[src/rtl/spi_slv_pkg.sv]
// Shared constants and FSM encodings for the SPI slave serial engine.
package spi_slv_pkg;

  localparam int CMD_RW_BIT = 7;
  localparam int FRAME_BITS = 8;
  localparam int ADDR7_W    = 7;

  typedef logic [2:0] spi_state_t;

  localparam spi_state_t ST_IDLE     = 3'd0;
  localparam spi_state_t ST_CMD      = 3'd1;
  localparam spi_state_t ST_WR_SHIFT = 3'd2;
  localparam spi_state_t ST_RD_FETCH = 3'd3;
  localparam spi_state_t ST_RD_SHIFT = 3'd4;

  function automatic logic [ADDR7_W-1:0] addr7_next(input logic [ADDR7_W-1:0] addr7);
    return addr7 + 7'd1;
  endfunction

endpackage

[src/rtl/spi_slv_sync_edge.sv]
// Multi-flop synchroniser for an asynchronous SPI pin with rise/fall detection
// taken from the last two synchronised samples.
module spi_slv_sync_edge #(
  parameter int   SYNC_STAGES = 2,
  parameter logic RST_VAL     = 1'b0
) (
  input  logic sys_clk,
  input  logic rst_b,
  input  logic din,
  output logic level,
  output logic rise,
  output logic fall
);

  logic [SYNC_STAGES-1:0] chain_r;
  logic                   prev_r;

  // synchroniser chain plus one history flop for edge detection
  always_ff @(posedge sys_clk or negedge rst_b) begin
    if (!rst_b) begin
      chain_r <= {SYNC_STAGES{RST_VAL}};
      prev_r  <= RST_VAL;
    end else begin
      chain_r <= {chain_r[SYNC_STAGES-2:0], din};
      prev_r  <= chain_r[SYNC_STAGES-1];
    end
  end

  assign level = chain_r[SYNC_STAGES-1];
  assign rise  = chain_r[SYNC_STAGES-1] & ~prev_r;
  assign fall  = ~chain_r[SYNC_STAGES-1] & prev_r;

endmodule

[src/rtl/spi_slave_serial_if.sv]
// SPI mode-0 slave serial engine, oversampled in sys_clk, feeding the register file.
// Optional build macro SPI_SLV_DUMMY_EN inserts one dummy byte after a read command.
module spi_slave_serial_if
  import spi_slv_pkg::*;
#(
  parameter int SYNC_STAGES = 2,
  parameter int RD_WAIT     = 4
) (
  input  logic       sys_clk,
  input  logic       rst_b,
  input  logic       sclk,
  input  logic       csb,
  input  logic       mosi,
  output logic       miso,
  output logic       miso_oe,
  output logic       spi_reg_wr_en,
  output logic       spi_reg_rd_en,
  output logic [7:0] spi_reg_addr,
  output logic [7:0] spi_reg_data,
  input  logic [7:0] reg_spi_data
);

`ifdef SPI_SLV_DUMMY_EN
  localparam logic DUMMY_EN = 1'b1;
`else
  localparam logic DUMMY_EN = 1'b0;
`endif

  localparam logic [2:0] LAST_BIT     = 3'(FRAME_BITS - 1);
  localparam logic [7:0] RD_WAIT_LAST = 8'(RD_WAIT - 1);

  logic sclk_lvl_s, sclk_rise_s, sclk_fall_s;
  logic csb_sync_s, csb_rise_s, csb_fall_s;
  logic mosi_sync_s;

  logic [SYNC_STAGES-1:0] mosi_chain_r;
  logic [SYNC_STAGES:0]   settle_r;
  logic                   armed_r;

  spi_state_t         state_r;
  logic [2:0]         bit_cnt_r;
  logic [6:0]         rx_r;
  logic [7:0]         tx_r;
  logic [7:0]         wait_cnt_r;
  logic [ADDR7_W-1:0] addr7_r;
  logic [7:0]         data_r;
  logic               addr_inc_r;
  logic               fetch_done_r;
  logic               dummy_r;
  logic               fall_skip_r;
  logic               wr_en_r;
  logic               rd_en_r;
  logic               miso_r;
  logic               miso_oe_r;

  spi_slv_sync_edge #(.SYNC_STAGES(SYNC_STAGES), .RST_VAL(1'b0)) u_sclk_sync (
    .sys_clk (sys_clk),
    .rst_b   (rst_b),
    .din     (sclk),
    .level   (sclk_lvl_s),
    .rise    (sclk_rise_s),
    .fall    (sclk_fall_s)
  );

  spi_slv_sync_edge #(.SYNC_STAGES(SYNC_STAGES), .RST_VAL(1'b1)) u_csb_sync (
    .sys_clk (sys_clk),
    .rst_b   (rst_b),
    .din     (csb),
    .level   (csb_sync_s),
    .rise    (csb_rise_s),
    .fall    (csb_fall_s)
  );

  // mosi only needs alignment with the sclk samples, no edge detect
  always_ff @(posedge sys_clk or negedge rst_b) begin
    if (!rst_b) begin
      mosi_chain_r <= {SYNC_STAGES{1'b0}};
    end else begin
      mosi_chain_r <= {mosi_chain_r[SYNC_STAGES-2:0], mosi};
    end
  end

  assign mosi_sync_s = mosi_chain_r[SYNC_STAGES-1];

  // a frame may start only once csb has been seen high on real (post-reset) samples
  always_ff @(posedge sys_clk or negedge rst_b) begin
    if (!rst_b) begin
      settle_r <= '0;
      armed_r  <= 1'b0;
    end else begin
      settle_r <= {settle_r[SYNC_STAGES-1:0], 1'b1};
      armed_r  <= armed_r | (settle_r[SYNC_STAGES] & csb_sync_s);
    end
  end

  // frame FSM, shift registers, strobes and MISO bit
  always_ff @(posedge sys_clk or negedge rst_b) begin
    if (!rst_b) begin
      state_r      <= ST_IDLE;
      bit_cnt_r    <= 3'd0;
      rx_r         <= 7'd0;
      tx_r         <= 8'd0;
      wait_cnt_r   <= 8'd0;
      addr7_r      <= 7'd0;
      data_r       <= 8'd0;
      addr_inc_r   <= 1'b0;
      fetch_done_r <= 1'b0;
      dummy_r      <= 1'b0;
      fall_skip_r  <= 1'b0;
      wr_en_r      <= 1'b0;
      rd_en_r      <= 1'b0;
      miso_r       <= 1'b0;
    end else begin
      wr_en_r <= 1'b0;
      rd_en_r <= 1'b0;
      if (addr_inc_r) begin
        addr7_r    <= addr7_next(addr7_r);
        addr_inc_r <= 1'b0;
      end

      case (state_r)
        ST_IDLE: begin
          bit_cnt_r <= 3'd0;
          miso_r    <= 1'b0;
          if (csb_fall_s && armed_r) begin
            state_r <= ST_CMD;
          end
        end

        ST_CMD: begin
          if (csb_sync_s) begin
            state_r <= ST_IDLE;
          end else if (sclk_rise_s) begin
            rx_r      <= {rx_r[5:0], mosi_sync_s};
            bit_cnt_r <= bit_cnt_r + 3'd1;
            if (bit_cnt_r == LAST_BIT) begin
              addr7_r <= {rx_r[5:0], mosi_sync_s};
              if (rx_r[CMD_RW_BIT-1]) begin
                state_r      <= ST_RD_FETCH;
                rd_en_r      <= 1'b1;
                wait_cnt_r   <= 8'd0;
                fetch_done_r <= 1'b0;
                dummy_r      <= DUMMY_EN;
                fall_skip_r  <= 1'b1;
              end else begin
                state_r <= ST_WR_SHIFT;
              end
            end
          end
        end

        ST_WR_SHIFT: begin
          // a completed byte wins over a simultaneous csb release
          if (sclk_rise_s && (bit_cnt_r == LAST_BIT)) begin
            data_r     <= {rx_r, mosi_sync_s};
            wr_en_r    <= 1'b1;
            addr_inc_r <= 1'b1;
            bit_cnt_r  <= 3'd0;
            state_r    <= csb_sync_s ? ST_IDLE : ST_WR_SHIFT;
          end else if (csb_sync_s) begin
            state_r <= ST_IDLE;
          end else if (sclk_rise_s) begin
            rx_r      <= {rx_r[5:0], mosi_sync_s};
            bit_cnt_r <= bit_cnt_r + 3'd1;
          end
        end

        ST_RD_FETCH: begin
          if (csb_sync_s) begin
            state_r <= ST_IDLE;
            miso_r  <= 1'b0;
          end else begin
            if (sclk_fall_s) begin
              fall_skip_r <= 1'b0;
            end
            if (!fetch_done_r) begin
              if (wait_cnt_r == RD_WAIT_LAST) begin
                tx_r         <= reg_spi_data;
                fetch_done_r <= 1'b1;
              end else begin
                wait_cnt_r <= wait_cnt_r + 8'd1;
              end
            end
            if (dummy_r && sclk_rise_s) begin
              bit_cnt_r <= bit_cnt_r + 3'd1;
              if (bit_cnt_r == LAST_BIT) begin
                dummy_r     <= 1'b0;
                fall_skip_r <= 1'b1;
              end
            end
            if (fetch_done_r && !dummy_r) begin
              state_r   <= ST_RD_SHIFT;
              miso_r    <= tx_r[7];
              bit_cnt_r <= 3'd0;
            end
          end
        end

        ST_RD_SHIFT: begin
          if (csb_sync_s) begin
            state_r <= ST_IDLE;
            miso_r  <= 1'b0;
          end else if (sclk_fall_s) begin
            // the fall trailing the byte boundary belongs to the previous byte
            if (fall_skip_r) begin
              fall_skip_r <= 1'b0;
            end else begin
              tx_r   <= {tx_r[6:0], 1'b0};
              miso_r <= tx_r[6];
            end
          end else if (sclk_rise_s) begin
            bit_cnt_r <= bit_cnt_r + 3'd1;
            if (bit_cnt_r == LAST_BIT) begin
              addr7_r      <= addr7_next(addr7_r);
              rd_en_r      <= 1'b1;
              wait_cnt_r   <= 8'd0;
              fetch_done_r <= 1'b0;
              dummy_r      <= 1'b0;
              fall_skip_r  <= 1'b1;
              state_r      <= ST_RD_FETCH;
            end
          end
        end

        default: begin
          state_r <= ST_IDLE;
          miso_r  <= 1'b0;
        end
      endcase
    end
  end

  // pad enable follows the read states, dropped as soon as csb is seen high
  always_ff @(posedge sys_clk or negedge rst_b) begin
    if (!rst_b) begin
      miso_oe_r <= 1'b0;
    end else begin
      miso_oe_r <= ((state_r == ST_RD_FETCH) || (state_r == ST_RD_SHIFT)) && !csb_sync_s;
    end
  end

  assign miso          = miso_r;
  assign miso_oe       = miso_oe_r;
  assign spi_reg_wr_en = wr_en_r;
  assign spi_reg_rd_en = rd_en_r;
  assign spi_reg_addr  = {1'b0, addr7_r};
  assign spi_reg_data  = data_r;

endmodule

[config.mk]
export PLATFORM = sky130hd
export DESIGN_NAME = spi_slave_serial_if
export DESIGN_NICKNAME = d
export VERILOG_FILES = /design/src/rtl/spi_slv_pkg.sv /design/src/rtl/spi_slv_sync_edge.sv /design/src/rtl/spi_slave_serial_if.sv
export SDC_FILE = /design/constraint.sdc
export NUM_CORES = 1
export LEC_CHECK = 0
export ABC_AREA = 1
export ABC_CLOCK_PERIOD_IN_PS = 2070
export CORE_MARGIN = 1.5
export CORE_UTILIZATION = 40
export DETAILED_ROUTE_END_ITERATION = 10
export GPL_TIMING_DRIVEN = 0
export HOLD_SLACK_MARGIN = 0.05
export REMOVE_ABC_BUFFERS = 1
export SLEW_MARGIN = 5
export SYNTH_ARGS = -nofsm -noshare
export SYNTH_HDL_FRONTEND = slang
export SYNTH_SLANG_ARGS = --single-unit
export TNS_END_PERCENT = 1
[constraint.sdc]
create_clock -name sys_clk -period 2.07 [get_ports sys_clk]
set_input_delay 0.414 -clock sys_clk [delete_from_list [all_inputs] [get_ports sys_clk]]
set_output_delay 0.414 -clock sys_clk [all_outputs]
set_load 0.02 [all_outputs]
==> reports/metrics.csv, run 1 <==
stage;metric;value;unit
outcome;status;finished, final reports clean;
cells_and_area;fin_cells;600;
worst_setup_path;worstSetupEndpointType;output pin;
power_and_ir_drop;ir_worst_vdd;0.461;mV
logic_synthesis;async_flop_share;100;%
sta;relSlewSlack;47.5;%
worst_setup_path;cp_max_fo;9;
clocking;cts.clk_slew.worst_paths;0.07;ns
route;drc;0;
worst_setup_path;path_cells;clkdlybuf4s50_1;
worst_setup_path;critPathSlowestCell;clkdlybuf4s50_1;
floorplan;dieArea;9140;µm²
grt;use_met1;23.7;%
sta;setup_viol;0;
logic_synthesis;synth_area_leaders;dfrtp_1, nand2_1, nand3_1;
min_path;hold_path_class;primary input to asynchronous set/reset pin;
floorplan;die_x;95.6;µm
route;drtIter0Drc;157;
cells_and_area;finish.instance_area;4020;µm²
route;vias_per_cell;4.97;
route;routed_wl;7330;µm
worst_setup_path;cp.arrival;1.55;ns
logic_synthesis;ys_warn_count;0;
sta;rsz0062_at_grt;false;
cells_and_area;area_growth;17.3;%
grt;gr-usage-met3;4.15;%
job;maxCapViolCount;0;
cells_and_area;layout-drive-gt1-share;10.5;%
sta;fin_hold_ws;0.146;ns
cells_and_area;finalNetCount;509;
power_and_ir_drop;p_int;0.00239;W
grt;grt-busiest-layer;met2;
clocking;clockBufferDepth;2;
route;ant_nets;0;
power_and_ir_drop;netSwitchingPower;0.00145;W
worst_setup_path;crit_type;register to output pin;
grt;antenna_found_initial;0;
floorplan;coreArea;8260;µm²
floorplan;pin_count;33;
power_and_ir_drop;pwr-share-seq;41.1;%
sta;tightestPinTransition;0.787;ns
grt;first_global_vias;2686;
logic_synthesis;netlist_area;3430;µm²
grt;grt_max_degree;63;
route;vias;2980;
worst_setup_path;slowest_delay;0.67;ns
cells_and_area;diodes;0;
grt;grt_overflow;0;
logic_synthesis;synth_top_area_cell;dfrtp_1;
power_and_ir_drop;combinationalPowerShare;30.7;%
placement;portBuffers;31;
logic_synthesis;synthFlopType;dfrtp_1;
route;dr.pass1.iters;4;
logic_synthesis;synthCells;459;
sta;clock_skew;0.0105;ns
floorplan;rows;33;
logic_synthesis;synth-seq-area-share;45.3;%
logic_synthesis;ys_ff_latch;62;
logic_synthesis;synth_edf_count;0;
logic_synthesis;yosysMostFrequentCell;nand2_1;
sta;min_period;1.96;ns
logic_synthesis;synth_top_area_share;43.0;%
clocking;numCtsBuffers;9;
clocking;cts-root-buf;clkbuf_8;
power_and_ir_drop;p_clk_share;28.2;%
placement;place_hpwl;5110;µm
worst_setup_path;r2r_slack;0.15;ns
power_and_ir_drop;power;0.00384;W
placement;dp.cells;583;
placement;place_area;3800;µm²
route;wl_per_cell;12.2;µm
clocking;cts-htree-levels;3;
sta;drv_slew;0;
worst_setup_path;cp_num_buf_inv;1;
worst_setup_path;crit_family;buffers and inverters;
grt;grtUsageMet2;28.9;%
sta;max_freq;510;MHz
sta;hold_viol_final;0;
power_and_ir_drop;p_sw_share;37.7;%
floorplan;die_h;95.6;µm
logic_synthesis;syn_area_per_cell;7.47;µm²
placement;gp_congestion;0.887;
grt;grt_pass1_wl;12600;µm
worst_setup_path;crit_required;1.66;ns
floorplan;initial_core_util;41.5;%
worst_setup_path;startpoint_type;register;
sta;fin_crit_sh;94.7;%
cells_and_area;utilization;48.7;%
grt;grt_use_total;18.0;%
logic_synthesis;yosysUniqueCellTypes;36;
clocking;cts_tree;built;
power_and_ir_drop;p_per_area;955;nW/µm²
power_and_ir_drop;power.leakage;1.96;nW
logic_synthesis;synth_common_cells;nand2_1, dfrtp_1, nand3_1, inv_1, nor2_1;
clocking;clock-sinks;62;
clocking;clock_latency;0.34;ns
-- path summary, 6_finish.rpt --
check                                      from              end  cells past startpoint
worst max-delay path                 addr7_r[2]  spi_reg_addr[2]                      1
worst min-delay path                      rst_b  spi_reg_data[3]                      1
worst max register to register     bit_cnt_r[0]    wait_cnt_r[0]                     11
worst min register to register  mosi_chain_r[0]  mosi_chain_r[1]                      0
max in group asynchronous                 rst_b    spi_reg_wr_en                      1
min in group sys_clk            mosi_chain_r[0]  mosi_chain_r[1]                      0
-- metrics by stage --
step / setup TNS [ns] / setup slack [ns]
2_1_floorplan: 0 / 0.390
3_3_place_gp: -93.75 / -1.55
3_5_place_dp: 0 / 0.0140
4_1_cts: 0 / 0.00590
5_1_grt: 0 / 0.0214
6_report: 0 / 0.110
-- routing by layer --
metal	share of wire [%]	wire, µm	vias to the layer above
met5	0	0	-
met4	0.79	58	0
met3	4.2	308	7
met2	48	3510	62
met1	47	3460	1392
li1	-	-	1519
-- kinds of logic after synthesis --
logic type                 Yosys count  share of synthesized area (%)
and+or+nand+nor                    268                           34.3
DFF                                 62                           45.3
buffers and inverters               61                           7.52
AOI/OAI and AO/OA                   54                           8.94
xor gates and xnor gates             6                           1.53
adders and majority gates            6                           2.19
other                                2                          0.219
-- power by group through the flow --
stage | registers [W] | clock network [W] | logic (W)
6_report | 0.00158 | 0.00108 | 0.00118
5_1_grt | 0.00161 | 0.00116 | 0.00135
4_1_cts | 0.00158 | 0.00112 | 0.00118
3_5_place_dp | 0.00160 | 0 | 0.00118
3_3_place_gp | 0.00160 | 0 | 0.00115
2_1_floorplan | 0.00159 | 0 | 0.000829
-- what timing repair did --
| item | in CTS | in global routing |
|---|---|---|
| endpoints found under the setup margin | 0 | 32 |
| setup buffers | 0 | 1 |
| hold buffers | 0 | 0 |
| resized for setup | 0 | 5 |
-- state kept, by name, indices dropped and copies added, names as in the netlist --
name                 flops
spi_reg_wr_en            1
u_csb_sync.prev_r        1
fall_skip_r              1
wait_cnt_r               8
tx_r                     8
u_sclk_sync.chain_r      2
miso_oe                  1
rx_r                     7
spi_reg_rd_en            1
armed_r                  1
state_r                  3
mosi_chain_r             2
u_sclk_sync.prev_r       1
addr7_r                  7
fetch_done_r             1
settle_r                 3
miso                     1
bit_cnt_r                3
spi_reg_data             8
u_csb_sync.chain_r       2
-- cell usage in the layout, fill, tap and decap left out, types with 2 or more instances in the layout --
master and instances:
o21ai_1 9, clkdlybuf4s50_1 30, nor3_1 2, nand3_4 2
nand4_1 4, o21ai_0 23, nand2_2 7, nor2_2 2
clkinvlp_4 2, nor2_4 3, clkbuf_8 10, o211ai_1 4
nand3_1 44, dfrtp_1 58, ha_1 5, conb_1 2
inv_1 40, inv_2 8, o22ai_1 2, buf_4 2
xor2_1 5, a21oi_1 11, nor2_1 27, dfstp_2 3
nand2_1 172
-- layout make-up --
cell class / instances / area, µm²
multi-input combinational: 336 / 1630
tap: 105 / 131
sequential: 62 / 1560
clock inverter: 5 / 58.8
timing repair buffer: 32 / 315
clock buffer: 11 / 141
fill: 844 / 4230
inverter: 49 / 186
Note: power is estimated with default switching activity, not from simulation.
==> inputs of run 2 (changes only) <==
--- a/config.mk
+++ b/config.mk
@@ -8,9 +8,8 @@
 export ABC_AREA = 1
 export ABC_CLOCK_PERIOD_IN_PS = 2070
 export CORE_MARGIN = 1.5
-export CORE_UTILIZATION = 40
+export CORE_UTILIZATION = 35
 export DETAILED_ROUTE_END_ITERATION = 10
-export GPL_TIMING_DRIVEN = 0
 export HOLD_SLACK_MARGIN = 0.05
 export REMOVE_ABC_BUFFERS = 1
 export SLEW_MARGIN = 5
==> run 2 against run 1 <==
Compared with the run above:
- sequential power hardly changed
- clock power increased by 9%
- final cell count increased by 5.3%
- power up 2.5%
- first-iteration DRC count decreased by 34%
- wire length rose by 1.8%
- via count down 2.2%
- die area is 14% higher
- design area rose by 2.3%
- sequential share of layout area shrank 0.91 points
- largest power group unchanged
- highest routed layer unchanged
==> reports/metrics.csv, run 2 (synthesized netlist as in run 1, its figures left out) <==
stage;metric;value;unit
floorplan;die_x;102;µm
floorplan;rows;35;
placement;portBuffers;31;
clocking;numCtsBuffers;9;
sta;max_freq;501;MHz
sta;drv_slew;0;
cells_and_area;finalNetCount;517;
sta;fin_crit_sh;96.5;%
sta;clock_skew;0.00718;ns
grt;grtUsageMet2;25.7;%
clocking;clock_latency;0.35;ns
sta;min_period;2.00;ns
route;vias_per_cell;4.61;
route;ant_nets;0;
route;drc;0;
outcome;status;finished, final reports clean;
worst_setup_path;crit_required;1.66;ns
cells_and_area;final_cell_mix;nand2_1, dfrtp_1, nand3_1;
worst_setup_path;crit_type;register to output pin;
route;drtIter0Drc;104;
route;routed_wl;7460;µm
grt;first_global_vias;2760;
clocking;clock-sinks;62;
worst_setup_path;path_cells;clkdlybuf4s50_1;
job;maxCapViolCount;0;
cells_and_area;layout-drive-gt1-share;11.5;%
sta;final.setup.tns;0;ns
clocking;cts-root-buf;clkbuf_8;
sta;setup_viol;0;
grt;gr-usage-met3;4.31;%
clocking;cts_setup_buffers;0;
grt;grt_pass1_wl;13100;µm
worst_setup_path;worstSetupEndpointType;output pin;
worst_setup_path;slowest_delay;0.68;ns
placement;place_hpwl;5220;µm
clocking;cts_tree;built;
cells_and_area;fin_cells;632;
power_and_ir_drop;ir_worst_vdd;0.422;mV
floorplan;initial_core_util;36.6;%
floorplan;die_h;102;µm
route;wl_per_cell;11.8;µm
placement;dp.cells;613;
floorplan;coreArea;9370;µm²
cells_and_area;area_growth;20.1;%
sta;rsz0062_at_grt;false;
sta;hold_viol_final;0;
clocking;hold_buffers;0;
clocking;clockBufferDepth;2;
route;dr.pass1.iters;5;
grt;grt_max_degree;63;
worst_setup_path;critPathSlowestCell;clkdlybuf4s50_1;
min_path;hold_path_class;primary input to asynchronous set/reset pin;
worst_setup_path;r2r_slack;0.18;ns
power_and_ir_drop;p_per_area;957;nW/µm²
power_and_ir_drop;power.leakage;2.01;nW
cells_and_area;diodes;0;
floorplan;dieArea;10400;µm²
worst_setup_path;cp.arrival;1.58;ns
cells_and_area;layout_commonest_cell;nand2_1;
floorplan;pin_count;33;
clocking;cts_resized;0;
grt;grt_overflow;0;
worst_setup_path;startpoint_type;register;
grt;use_met1;21.2;%
placement;gp_congestion;0.888;
grt;grt-busiest-layer;met2;
worst_setup_path;cp_max_fo;11;
clocking;cts.clk_slew.worst_paths;0.07;ns
route;vias;2913;
grt;grt_use_total;16.0;%
worst_setup_path;crit_family;buffers and inverters;
clocking;cts-htree-levels;3;
worst_setup_path;cp_num_buf_inv;1;
grt;antenna_found_initial;0;
[run 2: worst paths after layout]
path                                      start               endpoint  cells after the start
worst min register to register  mosi_chain_r[0]        mosi_chain_r[1]                      0
worst max-delay path              spi_reg_wr_en          spi_reg_wr_en                      1
worst max register to register     bit_cnt_r[0]          wait_cnt_r[6]                     11
min in group sys_clk            mosi_chain_r[0]        mosi_chain_r[1]                      0
max in group asynchronous                 rst_b  u_csb_sync.chain_r[0]                      2
worst min-delay path                      rst_b        spi_reg_data[2]                      2
[run 2: layer usage]
metal,vias to the layer above,part of all wire [%]
met2,43,45
li1,1529,-
met4,0,1.1
met3,8,2.9
met1,1333,51
met5,-,0
[run 2: worst reg2reg max path: cells and delay by family (launching register included)]
kind / cells / cell delay (ns)
AND/OR/NAND/NOR: 7 / 0.83
flip-flops: 1 / 0.43
adder cells (fa/ha/maj): 2 / 0.36
buffers and inverters: 2 / 0.17
[run 2: cell type report]
class / count / area (µm²)
Multi-Input combinational cell: 336 / 1620
Inverter: 49 / 185
Timing Repair Buffer: 40 / 385
Fill cell: 964 / 5250
Clock buffer: 10 / 128
Tap cell: 129 / 161
Sequential cell: 62 / 1560
Clock inverter: 6 / 86.3
[run 2: through the flow]
stage                     cell area, µm²  utilization [%]  total power (W)  setup slack (ns)  hold WS (ns)
after floorplan                     3360                -          0.00242             0.390         0.118
after global placement              3880             41.4          0.00277             0.230         0.335
after detailed placement            3880             41.4          0.00279             0.122         0.337
after CTS                           4100             43.7          0.00399            0.0622        0.0799
after global routing                4120             43.9          0.00426           0.00508        0.0793
final                               4120             43.9          0.00394            0.0725        0.0756
[run 2: report_power, final]
group	internal, W	leakage (nW)	switching, W
Combinational	0.000410	1.12	0.000770
Clock	0.000676	0.106	0.000505
Sequential	0.00141	0.784	0.000172
